[config.mk]
export PLATFORM = sky130hd
export DESIGN_NAME = mem_arbiter
export DESIGN_NICKNAME = d
export VERILOG_FILES = /design/src/rtl/mem_arbiter_pkg.sv /design/src/rtl/mem_arb_pick.sv /design/src/rtl/mem_arbiter.sv
export SDC_FILE = /design/constraint.sdc
export NUM_CORES = 1
export LEC_CHECK = 0
export ABC_AREA = 1
export CORE_AREA = 10 10 129 131
export CTS_CLUSTER_SIZE = 14
export DETAILED_ROUTE_END_ITERATION = 8
export DIE_AREA = 0 0 139 141
export GPL_TIMING_DRIVEN = 0
export PLACE_DENSITY = 0.89
export SETUP_SLACK_MARGIN = 0.15
export SYNTH_ARGS = -nofsm -noshare
export SYNTH_HDL_FRONTEND = slang
export SYNTH_SLANG_ARGS = --single-unit
[constraint.sdc]
create_clock -name clk -period 7.25 [get_ports clk]
set_input_delay 0.725 -clock clk [delete_from_list [all_inputs] [get_ports clk]]
set_output_delay 0.725 -clock clk [all_outputs]
set_load 0.005 [all_outputs]
[src/rtl/mem_arbiter_pkg.sv]
// Shared definitions for the memory arbiter slice.
//   - Default address/data widths (ADDR_LEN / DATA_LEN).
//   - Port index constants (PORT_DATA, PORT_FETCH).
//   - FSM state encoding and starvation-counter width.
//   - port_onehot(): converts a port index into a 2-bit one-hot mask.
package mem_arbiter_pkg;

    localparam int unsigned ADDR_LEN = 32;
    localparam int unsigned DATA_LEN = 32;

    localparam int unsigned PORT_DATA  = 0;
    localparam int unsigned PORT_FETCH = 1;

    // Wide enough for the full legal STARVE_LIMIT range of 1..15.
    localparam int unsigned STARVE_CNT_W = 4;

    typedef enum logic [1:0] {
        StIdle   = 2'd0,
        StAccess = 2'd1,
        StResp   = 2'd2
    } arb_state_e;

    function automatic logic [1:0] port_onehot(input logic idx);
        return idx ? 2'b10 : 2'b01;
    endfunction

endpackage

[src/rtl/mem_arb_pick.sv]
// Combinational arbitration decision for the two-port memory arbiter.
// Build option: MEM_ARB_RR_EN selects round-robin (rr_ptr input) instead of
// fixed priority with a starvation counter (starve_cnt input).
// Ports:
//   req_valid   in  2   per-port request valid (bit0 = data, bit1 = fetch)
//   rr_ptr      in  1   preferred port when both are valid (round-robin build)
//   starve_cnt  in  4   consecutive lost arbitrations of port 1 (fixed build)
//   grant       out 2   one-hot winner, 0 when nothing is valid
module mem_arb_pick
    import mem_arbiter_pkg::*;
`ifndef MEM_ARB_RR_EN
#(
    parameter int unsigned STARVE_LIMIT = 4
)
`endif
(
    input  logic [1:0]              req_valid,
`ifdef MEM_ARB_RR_EN
    input  logic                    rr_ptr,
`else
    input  logic [STARVE_CNT_W-1:0] starve_cnt,
`endif
    output logic [1:0]              grant
);

`ifndef MEM_ARB_RR_EN
    localparam logic [STARVE_CNT_W-1:0] LimitC = STARVE_CNT_W'(STARVE_LIMIT);
`endif

    always_comb begin
        grant = 2'b00;
        case (req_valid)
            2'b01: grant = 2'b01;
            2'b10: grant = 2'b10;
            2'b11: begin
`ifdef MEM_ARB_RR_EN
                grant = port_onehot(rr_ptr);
`else
                // Data port normally wins; fetch is let through once starved.
                grant = (starve_cnt == LimitC) ? 2'b10 : 2'b01;
`endif
            end
            default: grant = 2'b00;
        endcase
    end

endmodule

[src/rtl/mem_arbiter.sv]
// Two-port arbiter in front of the single-ported memory datapath.
// Port 0 = data (load/store stage), port 1 = instruction fetch. One transaction
// at a time: accept (IDLE) -> memory access (ACCESS) -> response pulse (RESP).
// Build option: MEM_ARB_RR_EN selects round-robin arbitration; when undefined,
// fixed priority to port 0 with a starvation counter for port 1.
// Ports:
//   clk, rst                 clock, asynchronous active-high reset
//   req_valid/req_ready      2-bit per-port handshake, ready is one-hot or 0
//   req_we                   2-bit per-port write flag
//   req_addr0/1, req_wdata0/1  per-port address / write data
//   rsp_valid                one-cycle pulse to the owning port
//   rsp_rdata                read data (0 for writes), held until next access
//   mem_wen/waddr/wdata/raddr  memory drive, non-zero only during ACCESS
//   mem_rdata                combinational read data from memory
module mem_arbiter
    import mem_arbiter_pkg::*;
#(
    parameter int unsigned ADDR_W       = ADDR_LEN,
    parameter int unsigned DATA_W       = DATA_LEN,
    parameter int unsigned STARVE_LIMIT = 4
) (
    input  logic              clk,
    input  logic              rst,
    input  logic [1:0]        req_valid,
    output logic [1:0]        req_ready,
    input  logic [1:0]        req_we,
    input  logic [ADDR_W-1:0] req_addr0,
    input  logic [ADDR_W-1:0] req_addr1,
    input  logic [DATA_W-1:0] req_wdata0,
    input  logic [DATA_W-1:0] req_wdata1,
    output logic [1:0]        rsp_valid,
    output logic [DATA_W-1:0] rsp_rdata,
    output logic              mem_wen,
    output logic [ADDR_W-1:0] mem_waddr,
    output logic [DATA_W-1:0] mem_wdata,
    output logic [ADDR_W-1:0] mem_raddr,
    input  logic [DATA_W-1:0] mem_rdata
);

    arb_state_e        state_q, state_d;
    logic [ADDR_W-1:0] addr_q, addr_d;
    logic [DATA_W-1:0] wdata_q, wdata_d;
    logic              we_q, we_d;
    logic              owner_q, owner_d;
    logic [DATA_W-1:0] rdata_q, rdata_d;
    logic [1:0]        grant;
    logic              xfer;

`ifdef MEM_ARB_RR_EN
    logic rr_ptr_q, rr_ptr_d;

    mem_arb_pick u_pick (
        .req_valid (req_valid),
        .rr_ptr    (rr_ptr_q),
        .grant     (grant)
    );
`else
    localparam logic [STARVE_CNT_W-1:0] LimitC = STARVE_CNT_W'(STARVE_LIMIT);

    logic [STARVE_CNT_W-1:0] starve_cnt_q, starve_cnt_d;

    mem_arb_pick #(
        .STARVE_LIMIT (STARVE_LIMIT)
    ) u_pick (
        .req_valid  (req_valid),
        .starve_cnt (starve_cnt_q),
        .grant      (grant)
    );
`endif

    // Ready is gated by rst so every output reads 0 while reset is held.
    assign req_ready = (state_q == StIdle && !rst) ? grant : 2'b00;
    assign xfer      = |(req_valid & req_ready);

    always_comb begin
        state_d = state_q;
        addr_d  = addr_q;
        wdata_d = wdata_q;
        we_d    = we_q;
        owner_d = owner_q;
        rdata_d = rdata_q;
        unique case (state_q)
            StIdle: begin
                if (xfer) begin
                    owner_d = grant[PORT_FETCH];
                    if (grant[PORT_FETCH]) begin
                        addr_d  = req_addr1;
                        wdata_d = req_wdata1;
                        we_d    = req_we[PORT_FETCH];
                    end else begin
                        addr_d  = req_addr0;
                        wdata_d = req_wdata0;
                        we_d    = req_we[PORT_DATA];
                    end
                    state_d = StAccess;
                end
            end
            StAccess: begin
                rdata_d = we_q ? '0 : mem_rdata;
                state_d = StResp;
            end
            StResp: begin
                state_d = StIdle;
            end
            default: begin
                state_d = StIdle;
            end
        endcase
    end

`ifdef MEM_ARB_RR_EN
    // After each transfer the loser becomes the preferred port.
    always_comb begin
        rr_ptr_d = rr_ptr_q;
        if (xfer) begin
            rr_ptr_d = ~grant[PORT_FETCH];
        end
    end
`else
    // Counts IDLE cycles in which fetch was valid but lost; saturates at the limit.
    always_comb begin
        starve_cnt_d = starve_cnt_q;
        if (state_q == StIdle) begin
            if (grant[PORT_FETCH]) begin
                starve_cnt_d = '0;
            end else if (req_valid[PORT_FETCH] && starve_cnt_q < LimitC) begin
                starve_cnt_d = starve_cnt_q + 1'b1;
            end
        end
    end
`endif

    always_ff @(posedge clk or posedge rst) begin
        if (rst) begin
            state_q <= StIdle;
            addr_q  <= '0;
            wdata_q <= '0;
            we_q    <= 1'b0;
            owner_q <= 1'b0;
            rdata_q <= '0;
        end else begin
            state_q <= state_d;
            addr_q  <= addr_d;
            wdata_q <= wdata_d;
            we_q    <= we_d;
            owner_q <= owner_d;
            rdata_q <= rdata_d;
        end
    end

`ifdef MEM_ARB_RR_EN
    always_ff @(posedge clk or posedge rst) begin
        if (rst) begin
            rr_ptr_q <= 1'b0;
        end else begin
            rr_ptr_q <= rr_ptr_d;
        end
    end
`else
    always_ff @(posedge clk or posedge rst) begin
        if (rst) begin
            starve_cnt_q <= '0;
        end else begin
            starve_cnt_q <= starve_cnt_d;
        end
    end
`endif

    always_comb begin
        mem_wen   = 1'b0;
        mem_waddr = '0;
        mem_wdata = '0;
        mem_raddr = '0;
        rsp_valid = 2'b00;
        if (state_q == StAccess) begin
            mem_wen   = we_q;
            mem_waddr = addr_q;
            mem_wdata = wdata_q;
            mem_raddr = addr_q;
        end
        if (state_q == StResp) begin
            rsp_valid = port_onehot(owner_q);
        end
    end

    assign rsp_rdata = rdata_q;

endmodule

==> flow_summary.json <==
{
  "fillerInstances": 1180,
  "overflow": 0,
  "yosysTopAreaCell": "dfrtp_1",
  "syn_area_per_cell_um2": 6.707,
  "max_freq_mhz": 297.1,
  "setup_viol": 0,
  "rsz0062_at_grt": "no",
  "yosysWarnings": 0,
  "clockRootBuffer": "clkbuf_16",
  "antenna_cells": 0,
  "synth.distinct_cells": 20,
  "regArea_um2": 2603,
  "yosysTopAreaCellShare_pct": 42.74,
  "drtIter0Drc": 294,
  "viasPerCell": 4.500,
  "cts_resized": 0,
  "grtUsageTotal_pct": 21.30,
  "final_common_cell": "nand2_1",
  "drv_cap": 0,
  "hp-class": "reg -> reg",
  "synthTopCellsByArea": "dfrtp_1 (43%), nand2_1 (21%), inv_1 (13%), nor2_1 (4.4%), buf_4 (4.3%)",
  "dpl.hpwl_mm": 17.19,
  "start_kind": "input pin",
  "post-route-min-period_ps": 3366,
  "mostFrequentLayoutCells": "nand2_1 (335), clkdlybuf4s50_1 (298), inv_1 (207)",
  "powerDensity_nw_per_um2": 217.2,
  "dr.pass1.iters": 4,
  "r2r-start": "starve_cnt_q[0]",
  "critPathMaxFanout": 48,
  "io_pins": 299,
  "rows": 44,
  "report.final.hold_viol_count": 0,
  "multi_input_area_um2": 2216,
  "path_class": "in -> out",
  "antenna_found_initial": 0,
  "relSlewSlack_pct": 53.92,
  "area.growth.synth_to_final_pct": 58.43,
  "worst_ep_required_time_ps": 6520,
  "r2r-end": "wdata_q[9]",
  "cts_buffers": 9,
  "initial_core_util_pct": 42.87,
  "fin_worst_skew_ps": 6.527,
  "post-cts-setup-buffer-count": 0,
  "clock_path_buffers": 2,
  "tightest_slew_ps": 691.2,
  "leakagePower_nw": 5.235,
  "drc": 0,
  "syn_nets": 1076,
  "holdPathStages": 2,
  "antenna_left": 0,
  "htreeDepth": 3,
  "rr_worst_depth": 12,
  "syn-cell-area_um2": 6090,
  "grt_max_degree": 60,
  "drt-wirelength-per-cell_um": 15.25,
  "cts_sinks": 104,
  "fin_hold_ws_ps": 479.7,
  "num_vias": 6331,
  "stdcell_area_um2": 9648,
  "drive_gt1_share_pct": 8.994,
  "fin_crit_sh_pct": 46.43,
  "grt_pass1_wl_mm": 33.91,
  "min_to": "addr_q[6]",
  "ys_seq_area_share_pct": 42.74,
  "core_um2": 14200,
  "die_h_um": 141,
  "status": "finished clean",
  "endpoint_kind": "primary output",
  "synth.ff_latch_count": 104,
  "dpl_cell_area_um2": 9333,
  "wl_mm": 21.46,
  "tritoncts": "built",
  "maxSlewViolCount": 0,
  "grt_pass1_vias": 6354,
  "critPathArrivalTime_ps": 2640,
  "peakVddDrop_uv": 111.9,
  "die_w_um": 139,
  "routabilityCongestion": 0.8429,
  "hp-start": "addr_q[6]",
  "hold_buffers": 0,
  "r2r_slack_ps": 5480,
  "port_buffers": 298,
  "fin_nets": 1386,
  "dieArea_um2": 19600,
  "clk_pin_slew_worst_paths_ps": 60,
  "fin_tns_setup_ps": 0,
  "synthCells": 908,
  "insertion_delay_ps": 350
}
critical path, cell delays in order:
cell and delay (ps):
clkdlybuf4s50_1 440, inv_4 470, nand2_1 250, nor2_1 180, clkdlybuf4s50_1 540
per-layer routing:
metal | GRT usage [%] | part of all wire, %
met2 | 37.07 | 50
met4 | 7.743 | 2.3
met5 | 0 | 0
met3 | 5.979 | 7.5
met1 | 24.43 | 40
logic make-up after synthesis:
| group | after synthesis | synth area share, % |
|---|---|---|
| and+or+nand+nor | 450 | 28.99 |
| buffers and inverters | 286 | 20.88 |
| DFF | 104 | 42.74 |
| AOI/OAI and AO/OA | 66 | 6.986 |
| adders and majority gates | 2 | 0.4109 |
layout make-up:
type	instances	area share, %
plain buffers	76	5.006
clock buffers	13	2.594
clock inverters	3	0.6744
inverters	210	8.196
multi-input cells	518	22.97
flip-flops and latches	104	26.97
well taps	184	2.386
repair buffers	299	31.20
through the flow:
stage,cells,util (%),worst slack (ps),power (mW)
after CTS,1407,67.93,3832,2.116
after global routing,1407,67.93,3767,2.234
after global placement,1390,65.50,921.8,1.553
after floorplan,908,-,3104,1.166
after detailed placement,1391,65.71,3838,1.582
final,1407,67.93,3884,2.095
sequential cells by signal (all words and copies together) (netlist names):
name and cells:
addr_q 32, owner_q 1, rsp_rdata 32, starve_cnt_q 4, state_q 2, wdata_q 32
we_q 1
synth_stat cells (all sizes together):
master / number
clkbuf: 12
nand3b: 1
ha: 2
nand2: 337
o22ai: 1
a21oi: 65
nor2: 74
dfrtp: 104
inv: 210
nor3: 1
buf: 64
nand3: 37
how the worst max path moves through the flow:
| stage | start | endpoint | slack (ps) | cells past startpoint |
|---|---|---|---|---|
| finish | rst | req_ready[0] | 3880 | 5 |
| global route | rst | req_ready[0] | 3770 | 5 |
| CTS | rst | req_ready[0] | 3830 | 5 |
| detailed placement | rst | req_ready[0] | 3840 | 5 |
| global placement | rst | req_ready[1] | 920 | 5 |
| floorplan | rst | req_ready[0] | 3100 | 3 |
power breakdown:
| part | internal (mW) | switching [mW] | total, mW |
|---|---|---|---|
| registers | 0.734 | 0.0863 | 0.820 |
| logic | 0.400 | 0.350 | 0.749 |
| clock network | 0.312 | 0.214 | 0.526 |
| total | 1.45 | 0.650 | 2.10 |
(Power assumes the default switching activity.)
